## src/rtl/mna_pkg.sv

```systemverilog
// rtl/mna_pkg.sv - shared flit codes, header bit positions and FSM encoding for the response unboxer
package mna_pkg;

    // Flit type field, taken from the two top bits of a flit
    localparam logic [1:0] FLIT_IDLE = 2'b00;
    localparam logic [1:0] FLIT_BODY = 2'b01;
    localparam logic [1:0] FLIT_HEAD = 2'b10;
    localparam logic [1:0] FLIT_RSVD = 2'b11;

    // Header payload layout
    localparam int HDR_WRITE_BIT = 0;
    localparam int HDR_RESP_LSB  = 1;
    localparam int HDR_RESP_MSB  = 2;

    typedef enum logic {
        IDLE      = 1'b0,
        WAIT_BODY = 1'b1
    } state_t;

endpackage

```

## src/rtl/mna_resp_fifo.sv

```systemverilog
// rtl/mna_resp_fifo.sv - power-of-two read-response FIFO
// Ports: clk, rst (async, active-high), push/push_data in, pop in,
//        pop_data out (head entry, zero while empty), full/empty out.
module mna_resp_fifo #(
    parameter int WIDTH = 34,
    parameter int DEPTH = 4
) (
    input  logic             clk,
    input  logic             rst,
    input  logic             push,
    input  logic [WIDTH-1:0] push_data,
    input  logic             pop,
    output logic [WIDTH-1:0] pop_data,
    output logic             full,
    output logic             empty
);

    localparam int AW = (DEPTH > 1) ? $clog2(DEPTH) : 1;
    localparam int CW = $clog2(DEPTH) + 1;

    logic [WIDTH-1:0] mem [DEPTH];
    logic [AW-1:0]    wr_ptr;
    logic [AW-1:0]    rd_ptr;
    logic [CW-1:0]    count;
    logic             do_push;
    logic             do_pop;

    assign do_push = push && !full;
    assign do_pop  = pop && !empty;
    assign full    = (count == CW'(DEPTH));
    assign empty   = (count == '0);
    // Head is masked while empty so the outputs read zero out of reset
    assign pop_data = empty ? '0 : mem[rd_ptr];

    // Pointers wrap naturally because DEPTH is a power of two
    always_ff @(posedge clk or posedge rst) begin
        if (rst) begin
            wr_ptr <= '0;
            rd_ptr <= '0;
            count  <= '0;
        end else begin
            if (do_push) wr_ptr <= wr_ptr + 1'b1;
            if (do_pop)  rd_ptr <= rd_ptr + 1'b1;
            case ({do_push, do_pop})
                2'b10:   count <= count + 1'b1;
                2'b01:   count <= count - 1'b1;
                default: count <= count;
            endcase
        end
    end

    always_ff @(posedge clk) begin
        if (do_push) mem[wr_ptr] <= push_data;
    end

endmodule

```

## src/rtl/mna_resp_unboxer.sv

```systemverilog
// rtl/mna_resp_unboxer.sv - unpacks NoC response flits into AXI4-Lite B and R channels
// Ports: clk, rst (async, active-high); noc_valid/noc_ready/noc_data flit input;
//        bvalid/bready/bresp write-response channel; rvalid/rready/rdata/rresp read channel.
// Optional build macro MNA_UNBOXER_ERR_EN adds err_pulse and err_cnt (protocol error events).
module mna_resp_unboxer
    import mna_pkg::*;
#(
    parameter int DATA_W  = 32,
    parameter int FLIT_W  = DATA_W + 5,
    parameter int R_DEPTH = 4
) (
    input  logic              clk,
    input  logic              rst,
    input  logic              noc_valid,
    output logic              noc_ready,
    input  logic [FLIT_W-1:0] noc_data,
    output logic              bvalid,
    input  logic              bready,
    output logic [1:0]        bresp,
    output logic              rvalid,
    input  logic              rready,
    output logic [DATA_W-1:0] rdata,
    output logic [1:0]        rresp
`ifdef MNA_UNBOXER_ERR_EN
    ,
    output logic              err_pulse,
    output logic [7:0]        err_cnt
`endif
);

    localparam int RW = DATA_W + 2;

    state_t          state;
    logic [1:0]      resp_lat;
    logic [1:0]      flit_type;
    logic [1:0]      hdr_resp;
    logic            accept;
    logic            is_head;
    logic            is_body;
    logic            r_push;
    logic            r_full;
    logic            r_empty;
    logic [RW-1:0]   r_head;
    logic            unused_bits;

    assign flit_type   = noc_data[FLIT_W-1:FLIT_W-2];
    assign hdr_resp    = noc_data[HDR_RESP_MSB:HDR_RESP_LSB];
    assign unused_bits = ^noc_data[FLIT_W-3:DATA_W];

    // Readiness depends only on registered state, never on the incoming flit
    assign noc_ready = (state == IDLE) ? !bvalid : !r_full;
    assign accept    = noc_valid && noc_ready;
    assign is_head   = accept && (flit_type == FLIT_HEAD);
    assign is_body   = accept && (flit_type == FLIT_BODY);
    assign r_push    = is_body && (state == WAIT_BODY);

    // A header is honoured in either state; one arriving in WAIT_BODY
    // abandons the read still waiting for its body.
    always_ff @(posedge clk or posedge rst) begin
        if (rst) begin
            state    <= IDLE;
            resp_lat <= 2'b00;
        end else if (is_head) begin
            if (noc_data[HDR_WRITE_BIT]) begin
                state <= IDLE;
            end else begin
                state    <= WAIT_BODY;
                resp_lat <= hdr_resp;
            end
        end else if (r_push) begin
            state <= IDLE;
        end
    end

    // Load wins over the handshake; in IDLE a load can only follow a
    // drained slot because noc_ready used the registered bvalid.
    always_ff @(posedge clk or posedge rst) begin
        if (rst) begin
            bvalid <= 1'b0;
            bresp  <= 2'b00;
        end else if (is_head && noc_data[HDR_WRITE_BIT]) begin
            bvalid <= 1'b1;
            bresp  <= hdr_resp;
        end else if (bvalid && bready) begin
            bvalid <= 1'b0;
        end
    end

    mna_resp_fifo #(
        .WIDTH (RW),
        .DEPTH (R_DEPTH)
    ) u_r_fifo (
        .clk       (clk),
        .rst       (rst),
        .push      (r_push),
        .push_data ({resp_lat, noc_data[DATA_W-1:0]}),
        .pop       (rvalid && rready),
        .pop_data  (r_head),
        .full      (r_full),
        .empty     (r_empty)
    );

    assign rvalid = !r_empty;
    assign rresp  = r_head[RW-1:DATA_W];
    assign rdata  = r_head[DATA_W-1:0];

`ifdef MNA_UNBOXER_ERR_EN
    logic err_event;

    // Body with no read pending, or header cutting off a pending read
    assign err_event = (is_body && (state == IDLE)) || (is_head && (state == WAIT_BODY));

    always_ff @(posedge clk or posedge rst) begin
        if (rst) begin
            err_pulse <= 1'b0;
            err_cnt   <= 8'd0;
        end else begin
            err_pulse <= err_event;
            if (err_event && (err_cnt != 8'hFF)) err_cnt <= err_cnt + 8'd1;
        end
    end
`endif

endmodule

```

## config.mk

```make
export PLATFORM = sky130hd
export DESIGN_NAME = mna_resp_unboxer
export DESIGN_NICKNAME = d
export VERILOG_FILES = /design/src/rtl/mna_pkg.sv /design/src/rtl/mna_resp_fifo.sv /design/src/rtl/mna_resp_unboxer.sv
export SDC_FILE = /design/constraint.sdc
export NUM_CORES = 1
export LEC_CHECK = 0
export CAP_MARGIN = 15
export CORE_AREA = 4 4 97 117
export CTS_CLUSTER_SIZE = 14
export DETAILED_ROUTE_END_ITERATION = 12
export DIE_AREA = 0 0 101 121
export PLACE_DENSITY_LB_ADDON = 0.3
export REMOVE_ABC_BUFFERS = 1
export SLEW_MARGIN = 40
export SYNTH_ARGS = -nofsm -noshare
export SYNTH_HDL_FRONTEND = slang
export SYNTH_SLANG_ARGS = --single-unit
```

## constraint.sdc

```tcl
create_clock -name clk -period 5.3 [get_ports clk]
set_clock_uncertainty 0.05 [all_clocks]
set_input_delay 1.06 -clock clk [delete_from_list [all_inputs] [get_ports clk]]
set_output_delay 1.06 -clock clk [all_outputs]
set_load 0.1 [all_outputs]
```

# Yosys cells after proc, flatten, opt, wreduce, memory -nomap -nowiden
# Memories as Yosys holds them, arrays and structs flattened.
# Cells that the tools add are included.
totals:
  out_inout_bits: 39
  in_bits: 42
  wordCells: 45
  mem_count: 1
  reg_bits: 13
  ram_bits: 136
memory_table:
  columns: ["memory", "depth", "width", "rd", "rd_ports_with_merged_regs", "wr", "line_no", "text"]
  rows:
  - ["u_r_fifo.mem", 4, 34, 1, 0, 1, "mna_resp_fifo.sv:21", "logic [WIDTH-1:0] mem [DEPTH];"]
classes:
  eq_ne: 5
  n_reduce_logical: 17
  n_mux: 10
  addsub: 4
  bitwise: 1
ops:
  columns: ["op", "count"]
  rows:
  - ["34-bit 2-to-1 mux", 1]
  - ["1-bit logical AND", 9]
  - ["1-bit 2-to-1 mux", 8]
  - ["3-bit case mux with 2 select lines", 1]
  - ["2-bit nonzero test", 3]
  - ["2-bit by 1-bit adder with 2-bit output (second input constant)", 2]
  - ["2-bit by 1-bit equality test with 1-bit output (second input constant)", 2]
  - ["2-bit equality test (second input constant)", 2]
  - ["3-bit by 1-bit adder with 3-bit output (second input constant)", 1]
  - ["3-bit equality test (second input constant)", 1]
  - ["1-bit zero test", 3]
  - ["3-bit zero test", 1]
  - ["3-bit by 1-bit subtractor with 3-bit output (second input constant)", 1]
  - ["2-bit AND reduction", 1]
  - ["1-bit NOT", 1]

# Depth between registers and ports, before layout
# Gate-level depths: netlist of the first run.
depth:
  word_depth: 9
  mapped_depth: 10
  mapped_depth_nobuf: 9

# Hierarchy
# Synthesis of the first run repeated with hierarchy kept, for this count alone.
unflattened:
  cells_unflattened: 279
  hier_area_um2: 5909.4
modules_own_cells:
  columns: ["module", "seq_area_each_um2", "instances", "area_per_inst_um2", "cells_per_inst"]
  rows:
  - ["mna_resp_fifo", 4259.1, 1, 5604.1, 254]
  - ["mna_resp_unboxer", 150.1, 1, 305.3, 25]

# Worst setup path before layout of the first run
# No wires, ideal clock.
synth_timing:
  path_type: "flip-flop to output port"
  from: "register u_r_fifo.count[2]"
  to: "output rdata[24]"
  setup_slack_ps: 1692
  t_arrival_ps: 2498
  t_required_ps: 4190
  path_buffers: 2
  path_stages_with_launch: 5
  cell_sequence: "dfrtp_1 or3_1 buf_2 clkbuf_1 and2_1"
synth_between:
  elab_chain_cells: 2
synth_rtl:
  columns: ["item", "line_no", "text"]
  rows:
  - ["start, declared", "mna_resp_fifo.sv:24", "logic [CW-1:0] count;"]
  - ["start signal, assigned", "mna_resp_fifo.sv:45", "2'b10: count <= count + 1'b1;"]
  - ["start signal, assigned", "mna_resp_fifo.sv:46", "2'b01: count <= count - 1'b1;"]
  - ["start signal, assigned", "mna_resp_fifo.sv:47", "default: count <= count;"]
  - ["3-bit zero test", "mna_resp_fifo.sv:31", "assign empty = (count == '0);"]
  - ["34-bit 2-to-1 mux", "mna_resp_fifo.sv:33", "assign pop_data = empty ? '0 : mem[rd_ptr];"]
  - ["end, declared", "mna_resp_unboxer.sv:22", "output logic [DATA_W-1:0] rdata,"]
# Every way passes these cells.

# Final worst setup path of the first run
layout_timing:
  from: "register u_r_fifo.rd_ptr[0]"
  to: "output rdata[3]"
layout_between:
  elab_chain_cells: 2
layout_rtl:
  columns: ["item", "line_no", "text"]
  rows:
  - ["start, declared", "mna_resp_fifo.sv:23", "logic [AW-1:0] rd_ptr;"]
  - ["start signal, assigned", "mna_resp_fifo.sv:43", "if (do_pop) rd_ptr <= rd_ptr + 1'b1;"]
  - ["memory read 4 x 34 bit", null, null]
  - ["34-bit 2-to-1 mux", "mna_resp_fifo.sv:33", null]
# Every way passes these cells.

==> results of run 1 <==
==> through the flow <==
step                      hold slack [ns]  std cells  utilization, %  cell area [um^2]
after floorplan                    0.4209        265               -              5808
after CTS                          0.4560        505           69.13              7128
after global routing               0.4672        505           69.13              7128
after detailed placement           0.4393        474           63.84              6583
final                              0.4564        505           69.13              7128
after global placement             0.4323        474           65.66              6770
==> logic make-up after synthesis <==
family	Yosys count
xor+xnor	6
flops	149
fa+ha+maj	6
simple gates	52
mux	40
buf+inv	22
compound gates	3
==> worst max-delay path: stages (launching register included) <==
cell and delay (ns):
dfrtp_2 0.70, buf_4 0.37, mux4_1 0.60, and2_1 0.19, buf_2 0.29
==> final cells by class <==
cell class	instances	area [um^2]	area share, %
Clock inverter	13	116.4	1.632
Tap cell	129	161.4	2.264
Multi-Input combinational cell	107	1375	19.29
Timing Repair Buffer	80	598.1	8.390
Sequential cell	149	4414	61.93
Inverter	9	33.78	0.4739
Clock buffer	18	429.2	6.021
==> cells in the mapped netlist (all sizes together) <==
cell | count | area share, %
and2 | 40 | 4.2
and3b | 1 | 0.15
and4 | 1 | 0.15
buf | 10 | 1.7
clkbuf | 3 | 0.19
dfrtp | 13 | 5.5
edfxtp | 136 | 69
fa | 1 | 0.34
ha | 5 | 1.1
inv | 9 | 0.57
mux2 | 5 | 1.0
mux2i | 1 | 0.17
mux4 | 34 | 13
nand2b | 1 | 0.11
nand3 | 2 | 0.17
nand4 | 2 | 0.21
nand4bb | 1 | 0.46
nor2 | 1 | 0.063
nor2b | 1 | 0.11
nor3b | 1 | 0.13
o2111a | 1 | 0.19
o211ai | 1 | 0.13
o21ai | 1 | 0.084
or3 | 1 | 0.11
xnor2 | 3 | 0.44
xor2 | 3 | 0.44
==> worst max path at each step <==
stage | startpoint | end | cells after the start
floorplan | u_r_fifo.rd_ptr[0] | rdata[0] | 2
global placement | u_r_fifo.rd_ptr[0] | rdata[3] | 4
detailed placement | u_r_fifo.rd_ptr[0] | rdata[3] | 4
CTS | u_r_fifo.rd_ptr[0] | rdata[3] | 4
global route | u_r_fifo.rd_ptr[0] | rdata[3] | 4
finish | u_r_fifo.rd_ptr[0] | rdata[3] | 4
==> per-layer routing <==
metal  part of all wire [%]  track usage, %  routed length (um)  vias to the layer above
met5                      0               0                   0                        -
met4                    2.3           8.146                 232                        0
met1                     39           21.11                3976                     1454
met3                    4.5           4.945                 455                       18
met2                     54           30.89                5502                       74
li1                       -               -                   -                     1280
==> registers in the layout (all words and copies together) (netlist names) <==
register,flops
bresp,2
bvalid,1
resp_lat,2
state,1
u_r_fifo.count,3
u_r_fifo.mem,136
u_r_fifo.rd_ptr,2
u_r_fifo.wr_ptr,2
==> summary.md, run 1 <==
| Metric | Value |
|---|---|
| Highest Clock Rate | `~270 MHz` |
| Num CTS Buffers | `17` |
| Synth Area in Adders | `~1.4%` |
| Worst-Skew Late Latency | `0.41 ns` |
| Reg-to-reg endpoint | `u_r_fifo.count[2]` |
| Worst Setup Path Type | `register to primary output` |
| Die ar. | `12220 um^2` |
| Mux contribution to synthesized area | `14.50%` |
| Yosys cell types | `30` |
| Post-synthesis compound-gate area fraction | `0.4015%` |
| R2R Path Start | `u_r_fifo.count[0]` |
| Initial Utilization | `57.42%` |
| PortBufs | `77` |
| Period utilization | `69.27%` |
| First-pass GRT wire length | `15970 um` |
| H-tree Lvls | `4` |
| Vias per inst | `5.596` |
| Hold buffer count at cts | `0` |
| RSZ-0062 raised after global routing | `no` |
| Fraction of the mapped netlist area in simple logic gates | `under 10%` |
| Post-CTS setup buffers | `0` |
| Final setup viols | `0` |
| Proportion of layout cells with a drive suffix above 1 | `28.19%` |
| Area Growth Syn to Fin | `20.39%` |
| Num ports | `81` |
| Final Hold Viols | `0` |
| Hold Startpoint | `bresp[1]` |
| Fill cell count | `about 650` |
| Tightest Pin Transition | `0.5423 ns` |
| CP required | `4.19 ns` |
| Chip Width | `101 um` |
| Worst min path class | `register to register` |
| Chip Height | `between 100 and 150 um` |
| Pre-CTS WS | `2.006 ns` |
| GRT Util Overall | `18.04%` |
| # diodes | `0` |
| Largest net degree at the start of global routing | `38` |
| Clock buffer depth | `2` |
| Clock Tree Root | `clkbuf_16` |
| #FFs+latches synth | `approximately 150` |
| Vias in the first global route | `3133` |
| Vias | `between 2k and 3k` |
| Nets | `412` |
| Yosys Warn Count | `0` |
| Post-synthesis cell area | `~5900 um^2` |
| Initial antenna violation count | `0` |
| Max cap viols | `0` |
| Syn avg cell area | `between 20 and 25 um^2` |
| Hold Path End | `bresp[1]` |
| Hold Path Stages | `1` |
| Rel. slew slack | `63.85%` |
| Crit end category | `primary output` |
| Max Slew Vio Count | `0` |
| Site Rows | `slightly above 40` |
| Max FO, Critical Path | `16` |
| Setup ws final | `about 1.6 ns` |
| Setup tns final | `0 ns` |
| # DRC | `0` |
| Final GP Congestion | `slightly above 0.7` |
| CTS tree | `yes` |
| Critical path arrival | `2.56 ns` |
| Gr ovfl total | `0` |
| Core footprint | `about 10000 um^2` |
| Clock transition at the registers of the reported paths | `roughly 0.05 ns` |
| Reg-to-reg slack, setup | `approximately 3.0 ns` |
| Sequential share of the synthesized area | `74.47%` |
| DR pass1 iterations | `4` |
| Synth Instances | `around 280` |
| Sink Count | `~150` |
| DRT antenna net count | `0` |
| Min Tclk post-route | `3.671 ns` |
| Routed wire length | `10170 um` |
| WL/cell | `20.13 um` |
| Hpwl dp | `5803 um` |
| CP Launch Type | `register` |
| Largest family of logic cells by synthesized area | `multiplexers` |
| Xor and xnor area share after synthesis | `0.8876%` |
| CTS resizes | `0` |
| Commonest cells after routing, fill and taps aside | `136 x edfxtp_1, 39 x buf_2, 38 x clkdlybuf4s50_1` |
| DRT iter0 DRCs | `100` |
| Reg2Reg Depth | `9` |
| Most common library cell in the layout ignoring fill and taps | `edfxtp_1` |
| Status | `completed` |
Power of run 1 is left out: the tool's default activity adds up to more than one toggle a clock period on the data nets, which glitch-free logic cannot reach.
==> run 2, diff against run 1 <==
CORE_AREA = 4 4 101 122   (was 4 4 97 117)
DIE_AREA = 0 0 105 126   (was 0 0 101 121)
clock period = 3.8 ns   (was 5.3 ns; I/O delays follow)
==> run 2 against run 1 <==
  * Worst setup slack worse by 1.0 ns
  * Via count is 1.5% lower
  * Global-route usage is 2.0 points lower
  * First-iteration DRC count unchanged
  * Design area up 2.5%
  * Register-to-register slack got worse by 1.5 ns
  * Final cell count is 1.8% higher
  * Clock-buffer cell count did not move
  * Wire length decreased by 3.4%
==> summary.md, run 2 (same netlist as run 1, synthesis figures left out) <==
| Metric | Value |
|---|---|
| Status | `completed` |
| Max FO, Critical Path | `19 (+3)` |
| Reg-to-reg endpoint | `u_r_fifo.count[2]` |
| Routed wire length | `9823 um (-3.4%)` |
| Top flop regs | `u_r_fifo.mem (136), u_r_fifo.count (3)` |
| PortBufs | `77 (unchanged)` |
| Worst min path class | `register to register` |
| Chip Width | `105 um (+4.0%)` |
| # DRC | `0 (unchanged)` |
| Tightest Pin Transition | `0.5940 ns (+0.05167 ns)` |
| Initial Utilization | `53.65% (-3.8 points)` |
| DRT iter0 DRCs | `100 (unchanged)` |
| DR pass1 iterations | `4 (unchanged)` |
| Proportion of layout cells with a drive suffix above 1 | `29.32% (+1.1 points)` |
| Reg2Reg Depth | `9 (unchanged)` |
| Setup tns final | `0 ns (unchanged)` |
| Gr ovfl total | `0 (unchanged)` |
| Clock transition at the registers of the reported paths | `0.05 ns (about the same)` |
| Vias | `2784 (-1.5%)` |
| Most common library cell in the layout ignoring fill and taps | `edfxtp_1` |
| Highest Clock Rate | `311.5 MHz` |
| Final GP Congestion | `0.7355 (+4.0%)` |
| Num CTS Buffers | `17 (unchanged)` |
| Clock Tree Root | `clkbuf_16` |
| GRT Util Overall | `16.04% (-2.0 points)` |
| Core footprint | `11040 um^2 (+7.0%)` |
| Worst-Skew Late Latency | `0.40 ns (about the same)` |
| Max Slew Vio Count | `0 (unchanged)` |
| Rel. slew slack | `60.40% (-3.4 points)` |
| Num ports | `81 (unchanged)` |
| Clock buffer depth | `2 (unchanged)` |
| Crit path top cell by count | `buf_4` |
| Placed inst area | `6759 um^2 (+2.7%)` |
| CP Launch Type | `register` |
| Critical path arrival | `2.40 ns (-0.16 ns)` |
| Nets | `417 (+1.2%)` |
| R2R Path Start | `u_r_fifo.count[0]` |
| Top reg by flops | `u_r_fifo.mem` |
| Crit end category | `primary output` |
| H-tree Lvls | `4 (unchanged)` |
| Vias in the first global route | `3085 (-1.5%)` |
| Die ar. | `13230 um^2 (+8.3%)` |
| WL/cell | `19.11 um (-5.1%)` |
| Area Growth Syn to Fin | `23.39%` |
| Worst path max stage delay | `0.75 ns (+0.05 ns)` |
| Chip Height | `126 um (+4.1%)` |
| Hold Path End | `bresp[1]` |
| CP Cell Sequence | `buf_4 -> mux4_2 -> and2_1 -> buf_4` |
| Final Hold Viols | `0 (unchanged)` |
| Vias per inst | `5.416 (-3.2%)` |
| Largest net degree at the start of global routing | `38 (unchanged)` |
| Slowest CP cell | `dfrtp_2` |
| DRT antenna net count | `0 (unchanged)` |
| Max FFs per register | `136 (unchanged)` |
| Period utilization | `84.49%` |
| Initial antenna violation count | `0 (unchanged)` |
| CTS resizes | `0 (unchanged)` |
| Max cap viols | `0 (unchanged)` |
| Setup crit start | `u_r_fifo.rd_ptr[0]` |
| Largest delay share family, worst path | `flip-flops` |
| Hold buffer count at cts | `0 (unchanged)` |
| Site Rows | `42 (+2.4%)` |
| Cell count along the critical path | `4 (unchanged)` |
| CP required | `2.99 ns (-1.20 ns)` |
| CTS tree | `yes` |
| First-pass GRT wire length | `15930 um (-0.26%)` |
| Commonest cells after routing, fill and taps aside | `136 x edfxtp_1, 40 x buf_4, 38 x clkdlybuf4s50_1` |
| Sink Count | `149 (unchanged)` |
| RSZ-0062 raised after global routing | `no` |
| Hold Path Stages | `1 (unchanged)` |
| Post-CTS setup buffers | `0 (unchanged)` |
| WP buf/inv | `2 (unchanged)` |
| Final setup viols | `0 (unchanged)` |
| Min Tclk post-route | `3.211 ns` |
| Hpwl dp | `6175 um (+6.4%)` |
| # diodes | `0 (unchanged)` |
| Hold Startpoint | `bresp[1]` |
| Worst Setup Path Type | `register to primary output` |
| Final Cell Area | `7306 um^2 (+2.5%)` |
| Reg-to-reg slack, setup | `1.55 ns (-1.45 ns)` |
==> run 2: cell type report <==
cell class,instances,area (um^2)
Sequential cell,149,4414
Fill cell,748,3730
Multi-Input combinational cell,107,1370
Timing Repair Buffer,85,775.7
Clock buffer,18,429.2
Tap cell,132,165.2
Clock inverter,14,117.6
Inverter,9,33.78
==> run 2: worst max path at each step <==
stage | end | slack (ns)
floorplan | rdata[0] | 0.32
global placement | u_r_fifo.count[2] | 0.93
detailed placement | u_r_fifo.count[2] | 0.84
CTS | rdata[16] | 0.53
global route | rdata[16] | 0.44
finish | rdata[16] | 0.59
==> run 2: per-stage QoR <==
step                instances  hold slack, ns  utilization [%]  worst slack, ns
detailed placement        482          0.4373            61.25           0.8377
finish                    514          0.4531            66.20           0.5893
global route              514          0.4870            66.20           0.4444
CTS                       514          0.4602            66.20           0.5272
global placement          482          0.4338            61.36           0.9345
floorplan                 265          0.4209                -           0.3173
==> run 2: per-layer routing <==
layer | vias to the layer above | wire length [um] | track usage (%)
met5 | - | 0 | 0
met4 | 0 | 121 | 5.792
met3 | 10 | 386 | 4.197
met2 | 65 | 5369 | 28.33
met1 | 1417 | 3945 | 18.99
li1 | 1292 | - | -
Power of run 2 is left out for the same reason.
==> run 3, diff against run 2 <==
CORE_AREA = 4 4 106 128   (was 4 4 101 122)
DIE_AREA = 0 0 110 132   (was 0 0 105 126)
clock period = 2.6 ns   (was 3.8 ns; I/O delays follow)
==> run 3 against run 2 <==
  * First-iteration DRC count grew 47%
  * Critical path type unchanged
  * Hold slack lost 0.068 ns
  * Non-clock buffer count grew 17
  * Clock-buffer cell count shrank 1
  * Critical path depth grew 1
  * Register-to-register slack lost 1.1 ns
  * Worst setup slack lost 0.56 ns
  * Final cell count grew 9.5%
  * Sequential cell count is the same
  * Via count grew 5.9%
==> summary.md, run 3 (same netlist as run 1, synthesis figures left out) <==
| Metric | Value |
|---|---|
| Tightest Pin Transition | `0.5150 ns (-0.07897 ns)` |
| Clock buffer depth | `2 (unchanged)` |
| WP buf/inv | `3 (+1)` |
| Core Util, Final | `65.40% (-0.80 points)` |
| Final Hold Viols | `0 (unchanged)` |
| Vias in the first global route | `3115 (+0.97%)` |
| Min Tclk post-route | `approximately 2.6 ns` |
| Final Cell Area | `8138 um^2 (+11%)` |
| Area Growth Syn to Fin | `37.45%` |
| DRT iter0 DRCs | `147 (+47%)` |
| Routed wire length | `11000 um (+12%)` |
| Commonest cells after routing, fill and taps aside | `136 x edfxtp_1, 43 x buf_12, 38 x clkdlybuf4s50_1` |
| Pre-CTS WS | `0.05027 ns (-0.7874 ns)` |
| Crit end category | `primary output` |
| Placed inst area | `7362 um^2 (+8.9%)` |
| # diodes | `0 (unchanged)` |
| Setup tns final | `0 ns (unchanged)` |
| Gr ovfl total | `0 (unchanged)` |
| Worst path max stage delay | `0.50 ns (-0.25 ns)` |
| Clock Tree Root | `clkbuf_16` |
| Max cap viols | `0 (unchanged)` |
| Clock transition at the registers of the reported paths | `0.06 ns (about the same)` |
| Largest delay share family, worst path | `flip-flops` |
| # DRC | `0 (unchanged)` |
| Final setup viols | `0 (unchanged)` |
| H-tree Lvls | `4 (unchanged)` |
| CP Cell Sequence | `buf_12 -> buf_12 -> mux4_2 -> and2_1 -> buf_12` |
| Num CTS Buffers | `17 (unchanged)` |
| Initial Utilization | `47.58% (-6.1 points)` |
| Vias per inst | `5.234 (-3.4%)` |
| RSZ-0062 raised after global routing | `yes` |
| WL/cell | `19.53 um (+2.2%)` |
| DRT antenna net count | `0 (unchanged)` |
| Most common library cell in the layout ignoring fill and taps | `edfxtp_1` |
| Fill cell count | `812 (+8.6%)` |
| PortBufs | `77 (unchanged)` |
| Max FO, Critical Path | `7 (-12)` |
| CP required | `2.03 ns (-0.96 ns)` |
| Hold buffer count at cts | `0 (unchanged)` |
| Hpwl dp | `6891 um (+12%)` |
| Nets | `434 (+4.1%)` |
| Max FFs per register | `136 (unchanged)` |
| Die ar. | `14520 um^2 (+9.8%)` |
| Slowest CP cell | `dfrtp_4` |
| Core footprint | `12440 um^2 (+13%)` |
| Highest Clock Rate | `389.6 MHz` |
| First-pass GRT wire length | `17150 um (+7.6%)` |
| Chip Width | `110 um (+4.8%)` |
| Period utilization | `between 90 and 100%` |
| GRT Util Overall | `16.10% (+0.052 points)` |
| Worst min path class | `input pin to asynchronous set/reset pin` |
| Setup ws final | `0.03303 ns (-0.5562 ns)` |
| Sink Count | `149 (unchanged)` |
| CP Launch Type | `register` |
| Top flop regs | `u_r_fifo.mem (136), u_r_fifo.count (3)` |
| Status | `completed` |
| Vias | `2947 (+5.9%)` |
| Chip Height | `132 um (+4.8%)` |
| Crit path top cell by count | `buf_12` |
| Max Slew Vio Count | `0 (unchanged)` |
| Rel. slew slack | `65.63% (+5.2 points)` |
| Final GP Congestion | `0.7011 (-4.7%)` |
| CTS tree | `yes` |
| Worst-Skew Late Latency | `0.41 ns (about the same)` |
| Proportion of layout cells with a drive suffix above 1 | `40.85% (+12 points)` |
| Largest net degree at the start of global routing | `27 (-29%)` |
| Reg-to-reg slack, setup | `0.48 ns (-1.07 ns)` |
| Num ports | `81 (unchanged)` |
| Site Rows | `45 (+7.1%)` |
| Worst Setup Path Type | `register to primary output` |
| DR pass1 iterations | `4 (unchanged)` |
| Critical path arrival | `2.00 ns (-0.40 ns)` |
| Top reg by flops | `u_r_fifo.mem` |
| Initial antenna violation count | `0 (unchanged)` |
run 3: cell count changes in the layout (fill, tap and decap cells not counted), sizes merged:
cell / before / now
bufinv: 2 / 4
clkinv: 10 / 6
buf: 47 / 63
inv: 9 / 12
run 3: worst reg2reg max path, stage by stage, from the launching register on:
cell and delay, ns:
dfrtp_1 0.41, nand4bb_4 0.26, and4_1 0.23, inv_1 0.06, ha_1 0.17, inv_1 0.06
fa_1 0.37, xor2_1 0.15, nor2_1 0.11, xor2_1 0.16
run 3: layout make-up:
class | instances | area (um^2) | share of cell area (%)
repair buffers | 102 | 1428 | 17.54
clock inverters | 15 | 201.4 | 2.475
well taps | 164 | 205.2 | 2.522
inverters | 9 | 33.78 | 0.4151
multi-input cells | 107 | 1428 | 17.54
clock buffers | 17 | 425.4 | 5.228
flip-flops and latches | 149 | 4417 | 54.27
run 3: repair_timing:
action                                  4_1_cts  5_1_grt
buffers inserted                              3        2
resized for setup                            19       16
gates cloned                                  0        1
endpoints found under the setup margin       31       29
run 3: worst paths after layout:
kind | start | endpoint | cells after the start
min reg2reg | bresp[0] | bresp[0] | 1
min in group clk | bresp[0] | bresp[0] | 1
min | rst | bvalid | 2
max reg2reg | u_r_fifo.count[1] | u_r_fifo.count[2] | 9
max in group asynchronous | rst | u_r_fifo.rd_ptr[1] | 2
max | u_r_fifo.rd_ptr[0] | rdata[17] | 5
run 3: layer usage:
layer	vias up	global-route usage, %	wire (um)	share of wire [%]
li1	1328	-	-	-
met2	81	27.06	6025	55
met1	1529	20.02	4366	40
met3	9	4.263	493	4.5
met4	0	5.475	112	1.0
met5	-	0	0	0
run 3: stage by stage:
step	hold slack, ns	std cells
after global placement	0.4329	525
after floorplan	0.3470	265
after detailed placement	0.4461	525
final	0.3851	563
after CTS	0.3877	560
after global routing	0.4316	563
Power of run 3 is left out for the same reason.
